**src/rtl/acc_pkg.sv**
```systemverilog
// Shared types for the accelerator memory interface used by the FPU subsystem.
package acc_pkg;

    typedef enum logic {
        READ  = 1'b0,
        WRITE = 1'b1
    } mem_req_type_e;

endpackage

```
**src/rtl/fpu_ss_pipe_controller.sv**
```systemverilog
// Pipelined FPU subsystem controller: in-order issue with multiple FPU/memory ops in flight,
// a 32-entry FP register scoreboard, and arbitration of the single FP register write port.
module fpu_ss_pipe_controller #(
    parameter int unsigned MAX_FPU_INFLIGHT = 4,
    parameter int unsigned MAX_MEM_INFLIGHT = 2
) (
    input  logic                      clk_i,
    input  logic                      rst_ni,
    input  logic                      instr_valid_i,
    output logic                      instr_ready_o,
    input  logic                      use_fpu_i,
    input  logic                      is_load_i,
    input  logic                      is_store_i,
    input  logic                      csr_instr_i,
    input  logic                      rd_is_fp_i,
    input  logic [4:0]                rd_i,
    input  logic [2:0][4:0]           rs_i,
    input  logic [2:0]                rs_used_i,
    output logic                      fpu_in_valid_o,
    input  logic                      fpu_in_ready_i,
    input  logic                      fpu_out_valid_i,
    output logic                      fpu_out_ready_o,
    output logic                      fpr_we_o,
    output logic [4:0]                fpr_waddr_o,
    output logic                      fpr_wsel_o,
    output logic                      c_p_valid_o,
    input  logic                      c_p_ready_i,
    output logic                      cmem_q_valid_o,
    input  logic                      cmem_q_ready_i,
    output acc_pkg::mem_req_type_e    cmem_q_req_type_o,
    output logic                      cmem_q_mode_o,
    output logic                      cmem_q_spec_o,
    output logic                      cmem_q_endoftransaction_o,
    input  logic                      cmem_p_valid_i,
    output logic                      cmem_p_ready_o,
    output logic                      busy_o
);

    localparam int unsigned FCW = $clog2(MAX_FPU_INFLIGHT + 1);
    localparam int unsigned MCW = $clog2(MAX_MEM_INFLIGHT + 1);
    localparam logic [FCW-1:0] FPU_MAX = FCW'(MAX_FPU_INFLIGHT);
    localparam logic [MCW-1:0] MEM_MAX = MCW'(MAX_MEM_INFLIGHT);

    typedef struct packed {
        logic       wr;   // FPU: writes an FP rd; mem: is a load
        logic [4:0] rd;
    } meta_t;

    meta_t [MAX_FPU_INFLIGHT-1:0] fpu_fifo_q, fpu_fifo_d;
    meta_t [MAX_MEM_INFLIGHT-1:0] mem_fifo_q, mem_fifo_d;
    logic  [FCW-1:0]              fpu_cnt_q, fpu_cnt_d, fpu_wr_idx;
    logic  [MCW-1:0]              mem_cnt_q, mem_cnt_d, mem_wr_idx;
    logic  [31:0]                 sb_q, sb_d, sb_set, sb_clr;

    logic hazard, fpu_busy, mem_busy, fpu_head_int, fpu_res, mem_resp, load_wb;
    logic fpu_ret, fpu_wb, csr_valid, fpu_issue, mem_issue, csr_issue;

    // NOTE: every variable assigned in an always_comb gets a default first, so no path infers a latch.
    always_comb begin
        hazard = rd_is_fp_i & sb_q[rd_i];
        for (int k = 0; k < 3; k++) begin
            if (rs_used_i[k] && sb_q[rs_i[k]]) hazard = 1'b1;
        end
    end

    // Responses arriving with nothing outstanding are ignored entirely.
    assign fpu_busy     = (fpu_cnt_q != '0);
    assign mem_busy     = (mem_cnt_q != '0);
    assign fpu_head_int = fpu_busy & ~fpu_fifo_q[0].wr;
    assign fpu_res      = fpu_out_valid_i & fpu_busy;
    assign mem_resp     = cmem_p_valid_i & mem_busy;
    assign load_wb      = mem_resp & mem_fifo_q[0].wr;

    assign fpu_out_ready_o = fpu_head_int ? c_p_ready_i : ~load_wb;
    assign fpu_ret         = fpu_res & fpu_out_ready_o;
    assign fpu_wb          = fpu_ret & fpu_fifo_q[0].wr;

    assign fpr_we_o    = load_wb | fpu_wb;
    assign fpr_wsel_o  = load_wb;
    assign fpr_waddr_o = load_wb ? mem_fifo_q[0].rd : fpu_fifo_q[0].rd;

    assign fpu_in_valid_o = instr_valid_i & use_fpu_i & ~hazard & (fpu_cnt_q < FPU_MAX);
    assign cmem_q_valid_o = instr_valid_i & (is_load_i | is_store_i) & ~hazard & (mem_cnt_q < MEM_MAX);
    assign csr_valid      = instr_valid_i & csr_instr_i & ~fpu_busy & ~mem_busy;
    assign c_p_valid_o    = (fpu_res & fpu_head_int) | csr_valid;

    assign fpu_issue     = fpu_in_valid_o & fpu_in_ready_i;
    assign mem_issue     = cmem_q_valid_o & cmem_q_ready_i;
    assign csr_issue     = csr_valid & c_p_ready_i;
    assign instr_ready_o = fpu_issue | mem_issue | csr_issue;

    assign cmem_q_req_type_o         = is_load_i ? acc_pkg::READ : acc_pkg::WRITE;
    assign cmem_q_mode_o             = 1'b0;
    assign cmem_q_spec_o             = 1'b0;
    assign cmem_q_endoftransaction_o = cmem_q_valid_o;
    assign cmem_p_ready_o            = 1'b1;
    assign busy_o                    = fpu_busy | mem_busy | (|sb_q);

    // Shift-down FIFOs: head always at index 0, a push lands just past the surviving entries.
    always_comb begin
        fpu_fifo_d = fpu_fifo_q;
        mem_fifo_d = mem_fifo_q;
        if (fpu_ret) begin
            for (int i = 0; i < int'(MAX_FPU_INFLIGHT) - 1; i++) fpu_fifo_d[i] = fpu_fifo_q[i+1];
            fpu_fifo_d[MAX_FPU_INFLIGHT-1] = '0;
        end
        if (mem_resp) begin
            for (int i = 0; i < int'(MAX_MEM_INFLIGHT) - 1; i++) mem_fifo_d[i] = mem_fifo_q[i+1];
            mem_fifo_d[MAX_MEM_INFLIGHT-1] = '0;
        end
        fpu_wr_idx = fpu_cnt_q - FCW'(fpu_ret);
        mem_wr_idx = mem_cnt_q - MCW'(mem_resp);
        for (int i = 0; i < int'(MAX_FPU_INFLIGHT); i++) begin
            if (fpu_issue && fpu_wr_idx == FCW'(i)) fpu_fifo_d[i] = '{wr: rd_is_fp_i, rd: rd_i};
        end
        for (int i = 0; i < int'(MAX_MEM_INFLIGHT); i++) begin
            if (mem_issue && mem_wr_idx == MCW'(i)) mem_fifo_d[i] = '{wr: is_load_i, rd: rd_i};
        end
        fpu_cnt_d = fpu_cnt_q + FCW'(fpu_issue) - FCW'(fpu_ret);
        mem_cnt_d = mem_cnt_q + MCW'(mem_issue) - MCW'(mem_resp);
    end

    always_comb begin
        sb_set = '0;
        sb_clr = '0;
        if (fpu_issue && rd_is_fp_i) sb_set[rd_i] = 1'b1;
        if (mem_issue && is_load_i)  sb_set[rd_i] = 1'b1;
        if (load_wb)                 sb_clr[mem_fifo_q[0].rd] = 1'b1;
        if (fpu_wb)                  sb_clr[fpu_fifo_q[0].rd] = 1'b1;
        sb_d = (sb_q & ~sb_clr) | sb_set;
    end

    // NOTE: sequential state uses non-blocking assignments only, so every flop samples pre-edge values.
    // NOTE: the metadata FIFOs are reset too; a flush must leave no stale rd behind a zero count.
    always_ff @(posedge clk_i or negedge rst_ni) begin
        if (!rst_ni) begin
            fpu_fifo_q <= '0;
            mem_fifo_q <= '0;
            fpu_cnt_q  <= '0;
            mem_cnt_q  <= '0;
            sb_q       <= '0;
        end else begin
            fpu_fifo_q <= fpu_fifo_d;
            mem_fifo_q <= mem_fifo_d;
            fpu_cnt_q  <= fpu_cnt_d;
            mem_cnt_q  <= mem_cnt_d;
            sb_q       <= sb_d;
        end
    end

endmodule
```
**config.mk**
```make
export PLATFORM = sky130hd
export DESIGN_NAME = fpu_ss_pipe_controller
export DESIGN_NICKNAME = d
export VERILOG_FILES = /design/src/rtl/acc_pkg.sv /design/src/rtl/fpu_ss_pipe_controller.sv
export SDC_FILE = /design/constraint.sdc
export NUM_CORES = 1
export LEC_CHECK = 0
export ABC_AREA = 0
export CAP_MARGIN = 20
export CORE_MARGIN = 5
export CORE_UTILIZATION = 30
export DETAILED_ROUTE_END_ITERATION = 10
export PLACE_DENSITY = 0.54
export SYNTH_ARGS = -nofsm -noshare
export SYNTH_HDL_FRONTEND = slang
export SYNTH_SLANG_ARGS = --single-unit
```
**constraint.sdc**
```tcl
create_clock -name clk_i -period 5.89 [get_ports clk_i]
set_input_delay 1.767 -clock clk_i [delete_from_list [all_inputs] [get_ports clk_i]]
set_output_delay 1.767 -clock clk_i [all_outputs]
set_load 0.03 [all_outputs]
```
# After elaboration in Yosys (flattened, before gate mapping)
# Index checks and enable logic that the tools add are counted.
op_classes:
  n_bitwise: 37
  n_reduce_logical: 25
  n_lt_le_gt_ge: 11
  addsub: 6
  eq_ne: 4
  n_mux: 32
op_table:
  columns: ["op", "n"]
  rows:
  - ["$mux 32", 4]
  - ["$or 32x32->32", 3]
  - ["$lt 5x6->1 const B", 6]
  - ["$mux 6", 6]
  - ["$and 32x32->32", 1]
  - ["$not 32->32", 1]
  - ["$reduce_or 32->1", 1]
  - ["$mux 24", 1]
  - ["$and 1x1->1", 20]
  - ["$bmux 1 s5", 4]
  - ["$demux 1 s5", 3]
  - ["$ge 5x1->1 const B", 3]
  - ["$logic_and 1x1->1", 14]
  - ["$reduce_bool 2->1", 7]
  - ["$mux 1", 12]
  - ["$mux 12", 1]
  - ["$or 1x1->1", 7]
  - ["$eq 3x2->1 const B", 2]
  - ["$sub 3x1->3", 2]
  - ["$mux 5", 1]
  - ["$not 1->1", 5]
  - ["$sub 2x1->2", 2]
  - ["$add 3x1->3", 1]
  - ["$eq 3x1->1 const B", 1]
  - ["7 further kinds", 7]
totals:
  regBits: 73
  input_bits: 36

# Logic depth before layout (Yosys ltp)
logic_depth:
  ltp_word: 15
  ltp_mapped: 16
  mapped_depth_nobuf: 13

# Worst setup path before layout
# Ideal clock, no wire load.
synth_path:
  kind: "input to output"
  from: "input rs_i[11] (netlist bit)"
  to: "output cmem_q_valid_o"
  path_stages: 9
  arrival_time_ns: 4.566
  path_buffers: 3
  required_time_ns: 4.123
  slack_ns: -0.443
  path_cell_list: "clkbuf_1 -> mux4_1 -> mux2_2 -> a221o_1 -> nand4_1 -> and4_4 -> buf_6 -> nor3b_1 -> buf_4"
synth_via:
  elab_chain_cells: 7
synth_lines:
  columns: ["item", "line_no", "text"]
  rows:
  - ["start, declared", "fpu_ss_pipe_controller.sv:17", "input logic [2:0][4:0] rs_i,"]
  - ["$bmux 1 s5", "fpu_ss_pipe_controller.sv:62", "if (rs_used_i[k] && sb_q[rs_i[k]]) hazard = 1'b1;"]
  - ["$mux 1 (implied by the code)", "fpu_ss_pipe_controller.sv:62", null]
  - ["$logic_and 1x1->1", "fpu_ss_pipe_controller.sv:62", null]
  - ["$mux 1", "fpu_ss_pipe_controller.sv:62", null]
  - ["$not 1->1", "fpu_ss_pipe_controller.sv:83", "assign cmem_q_valid_o = instr_valid_i & (is_load_i | is_store_i) & ~hazard & (mem_cnt_q < MEM_MAX);"]
  - ["$and 1x1->1 (2 in series)", "fpu_ss_pipe_controller.sv:83", null]
  - ["end, declared", "fpu_ss_pipe_controller.sv:28", "output logic cmem_q_valid_o,"]
# Every way passes these cells. The select of a mux whose other input is x is not followed.

# Worst setup path in the final report
layout_path:
  from: "input rd_i[1]"
  to: "output cmem_q_valid_o"
layout_via:
  elab_chain_cells: 9
layout_lines:
  columns: ["item", "line_no", "text"]
  rows:
  - ["start, declared", "fpu_ss_pipe_controller.sv:16", "input logic [4:0] rd_i,"]
  - ["$bmux 1 s5", "fpu_ss_pipe_controller.sv:60", "hazard = rd_is_fp_i & sb_q[rd_i];"]
  - ["$mux 1 (implied by the code)", "fpu_ss_pipe_controller.sv:60", null]
  - ["$and 1x1->1", "fpu_ss_pipe_controller.sv:60", null]
  - ["$mux 1 (3 in series)", "fpu_ss_pipe_controller.sv:62", null]
  - ["$not 1->1", "fpu_ss_pipe_controller.sv:83", null]
  - ["$and 1x1->1 (2 in series)", "fpu_ss_pipe_controller.sv:83", null]
# Every way passes these cells. The select of a mux whose other input is x is not followed.

==> summary.md <==
| Metric | Value |
|---|---|
| # rows | 47 |
| Number of diodes | 0 |
| TritonCTS Buffers | 9 |
| Clock Skew | 10.13 ps |
| Detail Placement HPWL | 11600 um |
| Unrepaired setup endpoints after global routing | no |
| Worst-skew pair later-pin latency | 340 ps |
| CP startpoint kind | input port |
| PortBufs | 50 |
| Final Hold Viols | 0 |
| Stages on worst setup path | 9 |
| Critical path peak fanout | 10 |
| Gate power share | 35.1% |
| Cells after Synth | 481 |
| Vias in the first global route | 4566 |
| WP buf/inv | 3 |
| Reg2reg path depth | 14 |
| Setup crit end | cmem_q_valid_o |
| Slew headroom | 44.31% |
| Setup CP Type | input port to primary output |
| Synth cell types | 60 |
| Crit. Startpoint | rd_i[1] |
| CTS H-tree depth | 3 |
| Cell count after placement | 735 |
| Initial antenna violation count | 0 |
| Critical Path AT | 4000 ps |
| Synthesis Warnings | 0 |
| Status | complete, no violations |
| Hold depth | 1 |
| First-pass GRT wire length | 25880 um |
| Share of flip-flops with an asynchronous set or reset | 100.0% |
| HP Class | flop to flop |
| Number of synthesized flops with an enable pin | 0 |
| Crit-path cells | dlygate4sd2_1 -> buf_12 -> mux2_2 -> a222oi_1 -> a22oi_1 -> o32ai_2 -> and4_4 -> nor3b_4 -> buf_6 |
| RePlAce Congestion | 0.8784 |
| Mapped Area | 0.005109 mm^2 |
| Crit-path max cell delay | 330 ps |
| Family with the most delay on the worst path | compound AO/OA/AOI/OAI gates |
| Peak supply drop | 0.2369 mV |
| CTS tree | built |
| Power per Cell Area | 355.0 mW/mm^2 |
| Yosys top cell area share | 35.76% |
| Horiz. Die Dim | 140.5 um |
| I/O Pins | 54 |
| Ys flop type | dfrtp_1 |
| Largest net degree at the start of global routing | 39 |
| Total grt overflow | 0 |
| Worst R2R Setup Slack | 2230 ps |
| Synth area leaders | dfrtp_1, mux2i_1, mux4_2 |
| Die Area | 0.01974 mm^2 |
| Reg2reg end | fpu_cnt_q[2]$_DFF_PN0_ |
| CP Capture Type | primary output |
| Synth area leader | dfrtp_1 |
| CP required | 4120 ps |
| Remaining antenna violation count | 0 |
| Final cycle utilization of the critical path | 97.94% |
| Min Tclk post-route | 5769 ps |
| Clock sink count | 73 |
| Reg2reg start | sb_q[13]$_DFF_PN0_ |
| Clk pwr share | 26.6% |
| Via density | 5.833 |
| Final max-slew violation count | 0 |
| Synthesized flop and latch total | 73 |
| DRC Markers | 0 |
| Root Driver | clkbuf_16 |
| Worst path slowest cell | mux2_2 |
| Flop pwr share | 38.3% |
| Global Route Usage Sum | 16.65% |
| Switch share | 37.43% |
| Avg Cell Area, Syn | 10.62 um^2 |
| Commonest cells in the netlist | dfrtp_1, mux2i_1, nand2_1 |
| Top-count cell post-synth | dfrtp_1 |
| P_sw | 828.0 uW |
| DR WL/cell | 21.92 um |
| Core area | 0.01664 mm^2 |
| Layout cells sized above 1 | 20.26% |
| DR vias | 4392 |
| Post-Route WL | 16500 um |
| Initial Util | 30.70% |
| Fmax | 173.3 MHz |
| Final setup viols | 0 |
| Sequential area share after synthesis | 35.76% |
| Non-Filler Instances | 753 |
| Worst-path clk slew | 60 ps |
| CTS max path bufs | 2 |
| Starting DRC count in detailed routing | 296 |
| P&R area growth vs syn | 21.97% |
| Internal power | 1384 uW |
| Vert. Die Dim | 140.5 um |
| Leak | 0.002616 uW |
| Max Cap Violations | 0 |
| Fin nets | 573 |
| Total Power | 2212 uW |
| Worst-Margin Slew | 835.4 ps |
| Detailed Routing Iterations Pass 1 | 6 |
[power by group through the flow]
| stage | Sequential, uW | Combinational [uW] | Clock [uW] |
|---|---|---|---|
| global placement | 843 | 750 | 0 |
| CTS | 838 | 779 | 599 |
| global route | 858 | 851 | 621 |
| detailed placement | 846 | 768 | 0 |
| finish | 848 | 775 | 589 |
| floorplan | 722 | 607 | 0 |
[sequential cells by signal (all words and copies together), names as in the netlist]
name	count
mem_fifo_q	12
fpu_fifo_q	24
fpu_cnt_q	3
mem_cnt_q	2
sb_q	32
[routing by layer]
metal	up-vias	track usage (%)	routed length (um)
met1	2148	22.59	7164
met3	44	4.840	1580
met4	0	5.558	425
li1	1952	-	-
met5	-	0	0
met2	248	25.50	7333
[layout by cell type, fill, tap and decap left out, types with 5 or more instances in the layout]
cell             Yosys  final
nor4_1               8      8
mux2i_1             62     62
mux4_2              18     18
nand3_1              7      7
o21ai_0             35     34
nor2_1              12     12
buf_4                8     28
inv_1               16     16
mux4_1               5      5
clkdlybuf4s50_1      0     33
or3_1                6      6
ha_1                 7      7
nand2_1             42     42
dfrtp_1             73     73
clkbuf_16            0      9
o221ai_1            33     33
nand3b_1             6      6
mux2_2              22     22
nand2b_1            11     11
nand4_1             13     13
[cell families (layout without fill, tap and decap cells)]
group,Yosys count,after routing,synth area share [%]
XOR/XNOR,4,4,0.6857
AO/OA/AOI/OAI,92,92,13.01
AND/OR/NAND/NOR,133,133,14.87
buffers and inverters,61,112,5.633
other,2,3,0.1470
adder cells (fa/ha/maj),8,8,2.106
multiplexers,108,108,27.80
flip-flops,73,73,35.76
[how the worst min path moves through the flow]
stage	from	to
floorplan	fpu_cnt_q[2]$_DFF_PN0_	fpu_cnt_q[2]$_DFF_PN0_
global placement	mem_fifo_q[8]$_DFFE_PN0P_	mem_fifo_q[8]$_DFFE_PN0P_
detailed placement	fpu_cnt_q[2]$_DFF_PN0_	fpu_cnt_q[2]$_DFF_PN0_
CTS	mem_fifo_q[9]$_DFFE_PN0P_	mem_fifo_q[9]$_DFFE_PN0P_
global route	fpu_cnt_q[2]$_DFF_PN0_	fpu_cnt_q[2]$_DFF_PN0_
finish	fpu_cnt_q[2]$_DFF_PN0_	fpu_cnt_q[2]$_DFF_PN0_
[through the flow]
| stage | area, um^2 | hold WS, ps | setup slack (ps) | util (%) | TNS [ps] |
|---|---|---|---|---|---|
| 4_1_cts | 6228 | 526.6 | 21.80 | 37.43 | 0 |
| 2_1_floorplan | 5124 | 474.1 | 49.52 | - | 0 |
| 3_3_place_gp | 5874 | 511.3 | -249.6 | 35.30 | -879.2 |
| 5_1_grt | 6231 | 537.6 | 4.925 | 37.44 | 0 |
| 6_report | 6231 | 526.0 | 121.3 | 37.44 | 0 |
| 3_5_place_dp | 5874 | 516.9 | -298.4 | 35.30 | -1062 |
[repair_timing]
item / CTS / global route
setup endpoints to repair: 4 / 4
hold buffers: 0 / 0
setup buffers: 3 / 0
gates resized for setup: 13 / 11
pin swaps: 6 / 3
[area by class of cell]
| cell class | count | area, um^2 |
|---|---|---|
| inverter | 20 | 75.07 |
| sequential | 73 | 1827 |
| clock buffer | 10 | 239.0 |
| tap | 220 | 275.3 |
| clock inverter | 5 | 80.08 |
| multi-input combinational | 348 | 3030 |
| fill | 1650 | 10410 |
| timing repair buffer | 77 | 704.4 |
(Power assumes the default switching activity.)
